[config.mk]
export PLATFORM = sky130hd
export DESIGN_NAME = ccu_arbiter
export DESIGN_NICKNAME = d
export VERILOG_FILES = /design/src/rtl/ccu_arbiter.sv
export SDC_FILE = /design/constraint.sdc
export NUM_CORES = 1
export LEC_CHECK = 0
export ABC_CLOCK_PERIOD_IN_PS = 3800
export CAP_MARGIN = 30
export CORE_AREA = 2 2 338 340
export DETAILED_ROUTE_END_ITERATION = 6
export DIE_AREA = 0 0 340 342
export HOLD_SLACK_MARGIN = 0.1
export PLACE_DENSITY_LB_ADDON = 0.1
export SLEW_MARGIN = 20
export SYNTH_ARGS = -nofsm -noshare
export SYNTH_HDL_FRONTEND = slang
export SYNTH_SLANG_ARGS = --single-unit
[constraint.sdc]
create_clock -name clk_i -period 3.8 [get_ports clk_i]
set_input_delay 0.76 -clock clk_i [delete_from_list [all_inputs] [get_ports clk_i]]
set_output_delay 0.76 -clock clk_i [all_outputs]
set_load 0.01 [all_outputs]
[src/rtl/ccu_arbiter.sv]
// Round-robin arbiter that shares the single CCU transaction engine between ACE masters.
// One read or write transaction is granted at a time and held until its final handshake.

package ccu_arbiter_pkg;
  typedef struct packed {
    logic [3:0]  id;
    logic [31:0] addr;
    logic [7:0]  len;
  } ax_chan_t;

  typedef struct packed {
    logic [31:0] data;
    logic        last;
  } w_chan_t;

  typedef struct packed {
    logic [3:0]  id;
    logic [31:0] data;
    logic        last;
  } r_chan_t;

  typedef struct packed {
    logic [3:0] id;
    logic [1:0] resp;
  } b_chan_t;

  typedef struct packed {
    ax_chan_t ar;
    logic     ar_valid;
    ax_chan_t aw;
    logic     aw_valid;
    w_chan_t  w;
    logic     w_valid;
    logic     r_ready;
    logic     b_ready;
  } ace_req_t;

  typedef struct packed {
    logic    ar_ready;
    logic    aw_ready;
    logic    w_ready;
    r_chan_t r;
    logic    r_valid;
    b_chan_t b;
    logic    b_valid;
  } ace_resp_t;
endpackage

module ccu_arbiter #(
  parameter int unsigned NoMstPorts = 4,
  parameter type mst_req_t  = ccu_arbiter_pkg::ace_req_t,
  parameter type mst_resp_t = ccu_arbiter_pkg::ace_resp_t,
  parameter int unsigned IdxW = (NoMstPorts > 32'd1) ? $clog2(NoMstPorts) : 32'd1
) (
  input  logic                         clk_i,
  input  logic                         rst_ni,
  input  mst_req_t  [NoMstPorts-1:0]   slv_reqs_i,
  output mst_resp_t [NoMstPorts-1:0]   slv_resps_o,
  output mst_req_t                     ccu_req_o,
  input  mst_resp_t                    ccu_resp_i,
  output logic      [IdxW-1:0]         initiator_o,
  output logic                         busy_o
);

  typedef enum logic [2:0] {
    IDLE    = 3'd0,
    GRANT_R = 3'd1,
    DATA_R  = 3'd2,
    GRANT_W = 3'd3,
    DATA_W  = 3'd4
  } state_e;

  state_e          state_q;
  logic [IdxW-1:0] gnt_q;
  logic [IdxW-1:0] rr_q;
  logic            busy_q;

  logic            arb_found_s;
  logic            arb_read_s;
  logic [IdxW-1:0] arb_idx_s;
  mst_req_t        gnt_req_s;

  function automatic logic [IdxW-1:0] wrap_inc(input logic [IdxW-1:0] idx, input int unsigned step);
    return IdxW'((32'(idx) + step) % NoMstPorts);
  endfunction

  assign gnt_req_s   = slv_reqs_i[gnt_q];
  assign initiator_o = gnt_q;
  assign busy_o      = busy_q;

  // Scan from rr_q upward; the first master with any address valid wins, reads before writes.
  always_comb begin
    arb_found_s = 1'b0;
    arb_read_s  = 1'b0;
    arb_idx_s   = '0;
    for (int unsigned k = 0; k < NoMstPorts; k++) begin
      if (!arb_found_s && (slv_reqs_i[wrap_inc(rr_q, k)].ar_valid ||
                           slv_reqs_i[wrap_inc(rr_q, k)].aw_valid)) begin
        arb_found_s = 1'b1;
        arb_idx_s   = wrap_inc(rr_q, k);
        arb_read_s  = slv_reqs_i[wrap_inc(rr_q, k)].ar_valid;
      end else begin
        arb_found_s = arb_found_s;
      end
    end
  end

  always_ff @(posedge clk_i or negedge rst_ni) begin
    if (!rst_ni) begin
      state_q <= IDLE;
      gnt_q   <= '0;
      rr_q    <= '0;
      busy_q  <= 1'b0;
    end else begin
      case (state_q)
        IDLE: begin
          if (arb_found_s) begin
            gnt_q   <= arb_idx_s;
            busy_q  <= 1'b1;
            state_q <= arb_read_s ? GRANT_R : GRANT_W;
          end
        end
        GRANT_R: begin
          if (gnt_req_s.ar_valid && ccu_resp_i.ar_ready) state_q <= DATA_R;
        end
        DATA_R: begin
          if (ccu_resp_i.r_valid && gnt_req_s.r_ready && ccu_resp_i.r.last) begin
            state_q <= IDLE;
            busy_q  <= 1'b0;
            rr_q    <= wrap_inc(gnt_q, 32'd1);
          end
        end
        GRANT_W: begin
          if (gnt_req_s.aw_valid && ccu_resp_i.aw_ready) state_q <= DATA_W;
        end
        DATA_W: begin
          if (ccu_resp_i.b_valid && gnt_req_s.b_ready) begin
            state_q <= IDLE;
            busy_q  <= 1'b0;
            rr_q    <= wrap_inc(gnt_q, 32'd1);
          end
        end
        default: begin
          state_q <= IDLE;
          busy_q  <= 1'b0;
        end
      endcase
    end
  end

  // Only the granted master's channels for the current phase are connected; all else is zero.
  always_comb begin
    ccu_req_o   = '0;
    slv_resps_o = '0;
    case (state_q)
      GRANT_R: begin
        ccu_req_o.ar                = gnt_req_s.ar;
        ccu_req_o.ar_valid          = gnt_req_s.ar_valid;
        slv_resps_o[gnt_q].ar_ready = ccu_resp_i.ar_ready;
      end
      DATA_R: begin
        slv_resps_o[gnt_q].r       = ccu_resp_i.r;
        slv_resps_o[gnt_q].r_valid = ccu_resp_i.r_valid;
        ccu_req_o.r_ready          = gnt_req_s.r_ready;
      end
      GRANT_W: begin
        ccu_req_o.aw                = gnt_req_s.aw;
        ccu_req_o.aw_valid          = gnt_req_s.aw_valid;
        slv_resps_o[gnt_q].aw_ready = ccu_resp_i.aw_ready;
      end
      DATA_W: begin
        ccu_req_o.w                = gnt_req_s.w;
        ccu_req_o.w_valid          = gnt_req_s.w_valid;
        ccu_req_o.b_ready          = gnt_req_s.b_ready;
        slv_resps_o[gnt_q].w_ready = ccu_resp_i.w_ready;
        slv_resps_o[gnt_q].b       = ccu_resp_i.b;
        slv_resps_o[gnt_q].b_valid = ccu_resp_i.b_valid;
      end
      default: begin
        ccu_req_o   = '0;
        slv_resps_o = '0;
      end
    endcase
  end

endmodule

# Word level (Yosys, flattened, before mapping)
# Cells that the tools add are included.
[op_classes]
n_addsub = 4
order_cmp = 6
n_eq_ne = 9
muxes = 59
bitwise = 5
n_reduce_logical = 23
[op_table]
columns = ["op", "count"]
rows = [
  ["$bmux 126 s2", 5],
  ["$and 192x192->192", 4],
  ["$pmux 192 s4", 1],
  ["$demux 48 s2", 7],
  ["$bwmux 192", 3],
  ["$mux 82", 4],
  ["$mux 45", 3],
  ["$mux 126", 1],
  ["$mux 48", 1],
  ["$mux 47", 1],
  ["$mux 46", 1],
  ["$mux 34", 1],
  ["$lt 2x3->1 const B", 5],
  ["$mux 3", 5],
  ["$pmux 3 s5", 1],
  ["$mux 1", 14],
  ["$mux 2", 7],
  ["$ne 2x2->1 const B", 5],
  ["$logic_and 1x1->1", 9],
  ["$mux 8", 1],
  ["$mux 7", 1],
  ["$eq 3x2->1 const B", 2],
  ["$reduce_and 5->1", 1],
  ["$add 2x1->2 const B", 2],
  ["15 further kinds", 21],
]
[word_totals]
register_bits = 8
input_bits = 554
output_inout_bits = 321
wordCells = 110

# Depth between registers and ports, before layout
[depth]
depth_word = 16
ltp_mapped = 8

# Worst setup path before layout
# Ideal clock, no wire load.
[synth_path]
path_type = "reg2out"
start = "register gnt_q[1] (netlist: initiator_o[1])"
end = "output slv_resps_o[48] (netlist name)"
arrival_ns = 2.221
required_time_ns = 3.040
setup_slack_ns = 0.819
stages_incl_launch_ff = 9
n_path_buf = 5
cell_sequence = "dfrtp_1 clkbuf_1 buf_1 clkbuf_1 inv_1 ha_1 clkbuf_1 clkbuf_1 and3_1"
[synth_rtl]
columns = ["element", "line_no", "rtl"]
rows = [
  ["start: declaration", "74", "logic [IdxW-1:0] gnt_q;"],
  ["start signal: assignment", "118", "gnt_q <= arb_idx_s;"],
  ["end: declaration", "58", "output mst_resp_t [NoMstPorts-1:0] slv_resps_o,"],
]

==> run_results.csv <==
group,metric,value,unit
setup_path,cp_common_cell,"clkdlybuf4s50_1",
sta,relSlewSlack,50.5,%
synth,synthFlopType,"dfrtp_1",
sta,grt_setup_unrepaired,"false",
cts,ctsResizeCount,0,
sta,final_max_slew_viol_count,0,
cts,cts_buffers,3,
floorplan,die_w,340,um
sta,hold_violations,0,
setup_path,crit_chain,"clkdlybuf4s50_1 -> mux4_2 -> and3_1 -> clkdlybuf4s50_1",
drt,wirelength,69300,um
synth,synth-edff-count,0,
sta,worst_slew_pin_slew,735,ps
cts,clockBufferDepth,2,
power,vdd_drop_max,284,uV
synth,yosys.area.top_type,"mux4_2",
synth,synth_seq_area_share,3.34,%
cts,cts-root-buf,"clkbuf_16",
drt,antenna_left,0,
synth,async_flop_share,100,%
synth,ys_ff_latch,8,
placed_design,gp_congestion,0.885,
setup_path,path_class,"in -> out",
global_route,grt_pass1_wl,91700,um
setup_path,cp.arrival,2680,ps
global_route,gr-total-overflow,0,
global_route,antenna_found_initial,29,
setup_path,path_buf_inv,2,
cts,clkTransAtPathRegs,40,ps
floorplan,die_h,342,um
floorplan,floorplan.initialDensity,5.30,%
sta,post-route-period-util,90.5,%
synth,netlist_instances,621,
setup_path,worstPathRequired,3040,ps
setup_path,cp_slowest_cell,"clkdlybuf4s50_1",
sta,fmax,291,MHz
global_route,grt_pass1_vias,10100,
finish,fin_nets,2000,
synth,synth_area_leaders,"mux4_2 (48%), and3_1 (25%), and2_1 (8.6%), clkbuf_1 (4.4%), dfrtp_1 (3.3%)",
finish,final_cell_mix,"clkdlybuf4s50_1 (872), and3_1 (237), mux4_2 (127)",
floorplan,num_rows,124,
global_route,grt_usage,11.3,%
synth,ys_warn_count,0,
placed_design,port_buffers,874,
sta,setup_tns,0,ps
power,p_leak,0.00628,uW
floorplan,ios,875,
finish,fillCellCount,12800,
floorplan,die-area,116000,um^2
synth,synth_cell_type_count,42,
sta,setup_viol,0,
run_status,status,"finished clean",
setup_path,crit_family,"buffers and inverters",
sta,timing.hold.ws,560,ps
finish,syn_to_final_growth,181,%
run,maxCapViolCount,0,
drt,vias_per_cell,3.12,
floorplan,coreArea,113000,um^2
finish,drive_gt1_share,12.5,%
cts,clock-sinks,8,
cts,insertion_delay,230,ps
drt,num_vias,9269,
drt,drtPass1Iterations,6,
finish,mostFrequentLayoutCell,"clkdlybuf4s50_1",
cts,hold_buffers,0,
synth,synth_nets,1179,
setup_path,critPathLaunchType,"primary input",
sta,final.setup_skew,3.01,ps
power,p_total,6910,uW
setup_path,cp_max_fo,8,
power,p_per_area,410,nW/um^2
drt,drtIter0Drc,310,
worst_hold_path,hold_path_class,"reg -> reg",
drt,drc_errors,0,
setup_path,worstSetupEndpointType,"output pin",
placed_design,place_area,16700,um^2
global_route,grt_start_max_net_pins,156,
placed_design,dp_hpwl,59500,um
sta,period_minus_slack,3440,ps
drt,wl_per_cell,23.3,um
setup_path,crit_path_max_incr_delay,600,ps
cts,cts_tree,"yes",
cts,postCtsSetupBuffers,0,
finish,stdcell_area,16800,um^2
synth,synth_area,6000,um^2
cts,htreeDepth,1,
synth,synth_top_cell_area_share,47.7,%
synth,syn_area_per_cell,9.66,um^2
synth_stat cells (2+ instances only):
master    count
nand2b_1      2
clkbuf_1     70
dfrtp_1       8
inv_1         2
nand2_1       3
o21ai_0       3
nor3_1        4
a211oi_1      2
or3_1         2
mux2_2        3
mux4_2      127
buf_1         5
nor4_1        2
nor3b_1       4
a21oi_1       5
mux4_1        2
buf_2        14
nor2_1       10
o211ai_1      2
and3_1      237
ha_1          4
and2_1       82
a21boi_0      2
nand3b_1      2
mux2i_1       7
metal layers:
layer	track usage, %	up-vias	part of all wire [%]
li1	-	4143	-
met1	12.0	4571	36
met2	21.7	494	53
met3	4.45	45	9.6
met4	0.581	16	0.63
met5	0	-	0.15
power breakdown:
group	leakage (uW)	internal (uW)	total, uW	switching (uW)
registers	0.0000923	137	255	118
logic	0.00615	3420	6470	3050
clock network	0.0000383	140	183	43.0
worst paths after layout:
| check | startpoint | end | slack (ps) | cells after the start |
|---|---|---|---|---|
| hold / removal | busy_o$_DFFE_PN0P_ | busy_o$_DFFE_PN0P_ | 560 | 2 |
| max in group asynchronous | rst_ni | initiator_o[1]$_DFFE_PN0P_ | 2670 | 1 |
| setup / recovery | slv_reqs_i[333] | ccu_req_o[81] | 360 | 4 |
| min in group asynchronous | rst_ni | rr_q[0]$_DFFE_PN0P_ | 820 | 1 |
| setup reg to reg | initiator_o[0]$_DFFE_PN0P_ | rr_q[0]$_DFFE_PN0P_ | 940 | 6 |
| hold reg to reg | busy_o$_DFFE_PN0P_ | busy_o$_DFFE_PN0P_ | 560 | 2 |
registers in the layout, summed over array words and instances (netlist names):
| register | count |
|---|---|
| rr_q | 2 |
| busy_o | 1 |
| initiator_o | 2 |
| state_q | 3 |
per-stage QoR:
stage / std cells / worst slack, ps / utilization [%]
final: 2972 / 360 / 14.9
after global routing: 2954 / 255 / 14.9
after CTS: 2953 / 310 / 14.9
after detailed placement: 2949 / 327 / 14.8
after global placement: 2949 / 360 / 14.8
after floorplan: 621 / 819 / -
worst reg2reg max path, cell delays in order (launching register included):
cell      delay [ps]
dfrtp_4          480
buf_4            380
mux4_2           640
a21boi_0         630
a21o_1           240
nor2_1            90
mux2_2           270
cell type report:
cell class / instances / area, um^2 / area share [%]
well taps: 1512 / 1890 / 11.2
flip-flops and latches: 8 / 209 / 1.24
clock buffers: 4 / 78.8 / 0.468
repair buffers: 906 / 9160 / 54.4
inverters: 2 / 7.51 / 0.0446
diodes: 19 / 47.5 / 0.282
multi-input cells: 521 / 5460 / 32.4
logic make-up after synthesis:
family,after synthesis,share of synthesized area (%)
xor+xnor,1,0.146
mux,139,50.3
buf+inv,92,6.17
fa+ha+maj,4,0.834
simple gates,354,36.5
compound gates,23,2.69
flops,8,3.34
(Power assumes the default switching activity.)
